[src/rtl/flappy_button_conditioner.sv]
// Turns one raw push-button into a debounced level, a one-clock press pulse and a
// sticky request held until the game tick consumes it. Optional macro: FLAP_AUTOREPEAT_EN.
module flappy_button_conditioner #(
  parameter int DEBOUNCE_CYCLES = 1000000,
  parameter int CNT_W           = 25,
  parameter int REPEAT_CYCLES   = 25000000
) (
  input  logic i_clk,
  input  logic i_reset_n,
  input  logic i_btn,
  input  logic i_tick,
  output logic o_btn_level,
  output logic o_press_pulse,
  output logic o_pending,
  output logic o_overrun
);

  typedef enum logic [1:0] {
    RELEASED     = 2'd0,
    PRESS_WAIT   = 2'd1,
    PRESSED      = 2'd2,
    RELEASE_WAIT = 2'd3
  } state_t;

  localparam logic [CNT_W-1:0] DEB_LAST = CNT_W'(DEBOUNCE_CYCLES - 1);

  // Reject configurations where the counters could not reach their terminal count.
  if (DEBOUNCE_CYCLES < 2 ||
      (64'd1 << CNT_W) <= 64'(DEBOUNCE_CYCLES) ||
      (64'd1 << CNT_W) <= 64'(REPEAT_CYCLES)) begin : g_bad_params
    $error("flappy_button_conditioner: invalid DEBOUNCE_CYCLES/REPEAT_CYCLES/CNT_W");
  end

  logic             r_s1;
  logic             r_s2;
  state_t           r_state;
  state_t           w_state_next;
  logic [CNT_W-1:0] r_cnt;
  logic [CNT_W-1:0] w_cnt_next;
  logic             w_debounce_pulse;
  logic             w_press_next;
  logic             w_level_next;
  logic             r_level;
  logic             r_pulse;
  logic             r_pending;
  logic             r_overrun;

  always_ff @(posedge i_clk or negedge i_reset_n) begin
    if (!i_reset_n) begin
      r_s1 <= 1'b0;
      r_s2 <= 1'b0;
    end else begin
      r_s1 <= i_btn;
      r_s2 <= r_s1;
    end
  end

  always_comb begin
    w_state_next     = r_state;
    w_cnt_next       = r_cnt;
    w_debounce_pulse = 1'b0;
    unique case (r_state)
      RELEASED: begin
        if (r_s2) begin
          w_state_next = PRESS_WAIT;
          w_cnt_next   = '0;
        end
      end
      PRESS_WAIT: begin
        if (!r_s2) begin
          w_state_next = RELEASED;
        end else if (r_cnt == DEB_LAST) begin
          w_state_next     = PRESSED;
          w_debounce_pulse = 1'b1;
        end else begin
          w_cnt_next = r_cnt + CNT_W'(1);
        end
      end
      PRESSED: begin
        if (!r_s2) begin
          w_state_next = RELEASE_WAIT;
          w_cnt_next   = '0;
        end
      end
      RELEASE_WAIT: begin
        // A return to pressed here is contact bounce, so no fresh pulse.
        if (r_s2) begin
          w_state_next = PRESSED;
        end else if (r_cnt == DEB_LAST) begin
          w_state_next = RELEASED;
        end else begin
          w_cnt_next = r_cnt + CNT_W'(1);
        end
      end
      default: begin
        w_state_next = RELEASED;
      end
    endcase
    w_level_next = (w_state_next == PRESSED) || (w_state_next == RELEASE_WAIT);
  end

`ifdef FLAP_AUTOREPEAT_EN
  localparam logic [CNT_W-1:0] REP_LAST = CNT_W'(REPEAT_CYCLES - 1);

  logic [CNT_W-1:0] r_rep_cnt;
  logic [CNT_W-1:0] w_rep_cnt_next;
  logic             w_rep_pulse;

  // Runs only while settled in PRESSED; RELEASE_WAIT leaves it frozen.
  always_comb begin
    w_rep_cnt_next = r_rep_cnt;
    w_rep_pulse    = 1'b0;
    if (r_state == PRESS_WAIT && w_state_next == PRESSED) begin
      w_rep_cnt_next = '0;
    end else if (r_state == PRESSED && w_state_next == PRESSED) begin
      if (r_rep_cnt == REP_LAST) begin
        w_rep_pulse    = 1'b1;
        w_rep_cnt_next = '0;
      end else begin
        w_rep_cnt_next = r_rep_cnt + CNT_W'(1);
      end
    end
  end

  always_ff @(posedge i_clk or negedge i_reset_n) begin
    if (!i_reset_n) begin
      r_rep_cnt <= '0;
    end else begin
      r_rep_cnt <= w_rep_cnt_next;
    end
  end

  assign w_press_next = w_debounce_pulse | w_rep_pulse;
`else
  assign w_press_next = w_debounce_pulse;
`endif

  always_ff @(posedge i_clk or negedge i_reset_n) begin
    if (!i_reset_n) begin
      r_state <= RELEASED;
      r_cnt   <= '0;
      r_level <= 1'b0;
      r_pulse <= 1'b0;
    end else begin
      r_state <= w_state_next;
      r_cnt   <= w_cnt_next;
      r_level <= w_level_next;
      r_pulse <= w_press_next;
    end
  end

  // A press landing on the consuming tick wins, so pending stays set.
  always_ff @(posedge i_clk or negedge i_reset_n) begin
    if (!i_reset_n) begin
      r_pending <= 1'b0;
      r_overrun <= 1'b0;
    end else begin
      r_pending <= r_pulse | (r_pending & ~i_tick);
      r_overrun <= r_overrun | (r_pulse & r_pending & ~i_tick);
    end
  end

  assign o_btn_level   = r_level;
  assign o_press_pulse = r_pulse;
  assign o_pending     = r_pending;
  assign o_overrun     = r_overrun;

endmodule
[config.mk]
export PLATFORM = sky130hd
export DESIGN_NAME = flappy_button_conditioner
export DESIGN_NICKNAME = d
export VERILOG_FILES = /design/src/rtl/flappy_button_conditioner.sv
export SDC_FILE = /design/constraint.sdc
export NUM_CORES = 1
export LEC_CHECK = 0
export ABC_AREA = 1
export CORE_ASPECT_RATIO = 0.7
export CORE_UTILIZATION = 60
export DETAILED_ROUTE_END_ITERATION = 8
export PLACE_DENSITY = 0.79
export REMOVE_ABC_BUFFERS = 1
export SETUP_SLACK_MARGIN = 0.2
export SLEW_MARGIN = 20
export SYNTH_ARGS = -nofsm -noshare
export SYNTH_HDL_FRONTEND = slang
export SYNTH_SLANG_ARGS = --single-unit
[constraint.sdc]
create_clock -name i_clk -period 5.2 [get_ports i_clk]
set_clock_uncertainty 0.05 [all_clocks]
set_input_delay 1.3 -clock i_clk [delete_from_list [all_inputs] [get_ports i_clk]]
set_output_delay 1.3 -clock i_clk [all_outputs]
set_load 0.02 [all_outputs]
* Word level (Yosys, flattened, before mapping) *
Index checks and enable logic that the tools add are counted.

operators by class
  mux-type cells = 16
  reductions and logical operators = 3
  add/subtract/negate cells = 1
  eq/ne operators = 10
  bitwise operators = 6

operators with widths
  operator                                                                  number
  25-bit 2-to-1 mux                                                         5
  25-bit case mux with 4 select lines                                       1
  25-bit by 1-bit adder with 25-bit output (second input constant)          1
  25-bit by 20-bit equality test with 1-bit output (second input constant)  1
  2-bit 2-to-1 mux                                                          6
  2-bit equality test (second input constant)                               4
  2-bit inequality test (second input constant)                             4
  2-bit case mux with 4 select lines                                        1
  4-bit AND reduction                                                       1
  1-bit bitwise AND                                                         3
  1-bit 2-to-1 mux                                                          3
  2-bit by 1-bit equality test with 1-bit output (second input constant)    1
  2-bit zero test                                                           1
  1-bit bitwise OR                                                          2
  1-bit logical OR                                                          1
  1-bit inverter                                                            1

storage, ports and cells
  register bits = 33
  output and inout port bits = 4

* Depth between registers and ports, before layout *
  depth after elaboration = 6
  depth in mapped cells = 11
  gate-level depth less buffers = 10

* Worst setup path after synthesis *
No wires, ideal clock.

  path kind = flip-flop to output port
  start point = reg r_level (netlist: o_btn_level)
  end point = out o_btn_level
  stages on the path, launching flop included = 1
  setup slack = 3.401 ns
  path buffers = 0
  data arrival time = 0.449 ns
  path through = dfrtp_1

RTL lines
  what                    RTL line  source
  start, declared         43        logic r_level;
  start signal, assigned  147       r_level <= w_level_next;
  end, declared           12        output logic o_btn_level,

No word-level cell between the ends.

* Final worst setup path *
  start point = reg r_level (netlist: o_btn_level)
  end point = out o_btn_level

No word-level cell between the ends.

==> qor.csv <==
metric;value;unit
Final Hold Vio Count;0;
wire length of the first global-routing pass;7127;µm
Clock power frac;42.2;%
die height;50.62;µm
Post-CTS Hold Buffers;0;
clk_lat worst skew;0.29;ns
Die ar.;0.003616;mm²
CP Capture Type;output port;
run status;complete, no violations;
Flop pwr share;52.6;%
Top Layer Used;met4;
total iterations of the first detailed-routing run;5;
Initial DRC Count;114;
port bufs;7;
post-detail-place hpwl;3016;µm
register bit count reported by yosys;32;
leakage;0.9545;nW
Ports;8;
Final min period;2.621;ns
slew margin rel.;64.84;%
root buffer cell;clkbuf_8;
Initial Util;63.49;%
post-detailed-routing wire length;4134;µm
Power Density;224.9;mW/mm²
final setup vio count;0;
share of the clock period used by the worst path;50.40;%
Max-Cap Viols;0;
max incr delay on CP;0.61;ns
Comb power frac;5.2;%
sequential-to-total area share from yosys stat;39.53;%
worst-path maximum fanout;3;
Final Max Slew Viols;0;
Vias per Instance;5.234;
Hold Crit Class;flip-flop to flip-flop;
crit path buf inv count;1;
M1 WL;2047;µm
Netlist Area Pre-Place;0.002026;mm²
layout cells sized above 1;6.579;%
Final Cell Area;0.002193;mm²
gp weighted congestion;0.9569;
unrepaired setup endpoints after global routing;no;
cell internal pwr;0.0003786;W
GRT overflow;0;
Slew @ Worst Pin;0.5256;ns
nets@finish;309;
Worst EP required;3.85;ns
number of CTS-inserted buffers;5;
Die Width;71.45;µm
ANT nets after route;0;
vias;1790;
post-cts resize count;0;
CTS H-Tree Depth;2;
CTS tree;built;
worst-case clock buffer depth;2;
core area;0.003191;mm²
Netlist cell types;27;
Max Freq;0.3816;GHz
placed cells;335;
kind of critical path;flip-flop to output port;
Synth Instances;295;
crit path DAT;1.27;ns
largest net degree at the start of global routing;33;
# clock sinks;32;
Total GRT Usage;26.64;%
final cell count without fillers;342;
sw frac;23.26;%
CTS clk-pin slew, worst paths;0.06;ns
DRC errors left;0;
Avg Inst Size Synth;6.867;µm²
met2 wire length;1656;µm
drt wl/cell;12.09;µm
setup TNS;0;ns
setup slack, reg-to-reg;2.99;ns
Sw Pwr;0.0001148;W
Ant. Diodes;0;
synthesis-to-layout area growth;8.277;%
initial antenna violation count;0;
DR WL met3;349;µm
CP max-delay cell;clkdlybuf4s50_1;
Post-DP Area;0.002097;mm²
crit-path cells;clkdlybuf4s50_1;
Startpoint Class;flip-flop;
YS warnings;0;
Peak supply drop;0.1785;mV
vias in the first global route;1548;
row count;17;
family with the most delay on the worst path;buffers and inverters;
Setup Fix Bufs, Post-CTS;0;
==> power groups by stage <==
stage	Sequential (W)	Combinational, W	Clock, W
floorplan	0.000262	0.0000148	0
global placement	0.000264	0.0000259	0
detailed placement	0.000264	0.0000261	0
CTS	0.000260	0.0000261	0.000212
global route	0.000260	0.0000297	0.000219
finish	0.000260	0.0000256	0.000208
==> synth_stat cells, drive strengths merged <==
cell type / instances / area, µm²
xor2: 6 / 52.55
xnor2: 3 / 26.28
nor3: 2 / 10.01
nand3: 24 / 137.6
clkbuf: 1 / 3.750
inv: 29 / 111.4
nand2: 103 / 404.1
o21ai: 15 / 75.07
buf: 5 / 50.04
or2: 1 / 6.260
dfrtp: 32 / 800.8
ha: 1 / 12.51
nor2: 59 / 241.5
a21oi: 2 / 10.01
nand3b: 4 / 30.03
o21bai: 3 / 22.52
nand4: 5 / 31.28
==> per-layer routing <==
| layer | up-vias | track usage (%) |
|---|---|---|
| met5 | - | 0 |
| met4 | 0 | 11.76 |
| met3 | 8 | 5.422 |
| met2 | 61 | 37.46 |
| met1 | 781 | 39.46 |
| li1 | 940 | - |
==> cells in the final DEF (no fill, tap or decap), types with 3 or more instances in the layout <==
master / netlist / final
nand2_1: 100 / 100
o21ai_0: 13 / 13
inv_1: 27 / 27
nand3_1: 22 / 22
nor2_1: 55 / 55
nand4_1: 5 / 5
nand3b_1: 4 / 4
xnor2_1: 3 / 3
dfrtp_1: 32 / 32
clkdlybuf4s50_1: 0 / 7
xor2_1: 6 / 6
o21bai_1: 3 / 3
clkbuf_8: 0 / 7
==> flip-flops by register name (all words and copies together), names as in the netlist <==
signal	flops
o_press_pulse	1
o_pending	1
r_s2	1
o_overrun	1
r_s1	1
r_cnt	25
r_state	1
o_btn_level	1
==> logic make-up after synthesis <==
logic type | count (synthesis) | synth area share [%]
simple gates | 198 | 42.50
buf+inv | 35 | 8.153
flops | 32 | 39.53
compound gates | 20 | 5.312
xor+xnor | 9 | 3.892
fa+ha+maj | 1 | 0.6176
==> final cells by class <==
cell class	count	area (µm²)
multi-input cells	228	1060
repair buffers	8	77.57
flip-flops and latches	32	800.8
inverters	29	111.4
clock buffers	7	96.34
fillers	276	997.2
well taps	38	47.55
==> final timing paths <==
path	end	startpoint	cells after the start
max	o_btn_level	o_btn_level	1
min	r_s2	r_s1	0
max reg2reg	r_cnt[5]	r_state[0]	9
min reg2reg	r_s2	r_s1	0
max in group asynchronous	r_cnt[21]	i_reset_n	2
min in group asynchronous	r_cnt[4]	i_reset_n	2
==> per-stage QoR <==
| stage | setup WS, ns | hold slack (ns) | util, % | power (W) |
|---|---|---|---|---|
| 2_1_floorplan | 3.401 | 0.2812 | - | 0.0002773 |
| 3_3_place_gp | 2.892 | 0.2826 | 65.73 | 0.0002898 |
| 3_5_place_dp | 2.884 | 0.3097 | 65.73 | 0.0002902 |
| 4_1_cts | 2.566 | 0.3236 | 68.75 | 0.0004974 |
| 5_1_grt | 2.534 | 0.3292 | 68.75 | 0.0005090 |
| 6_report | 2.579 | 0.3176 | 68.75 | 0.0004934 |
Power figures use the tool's default switching activity.
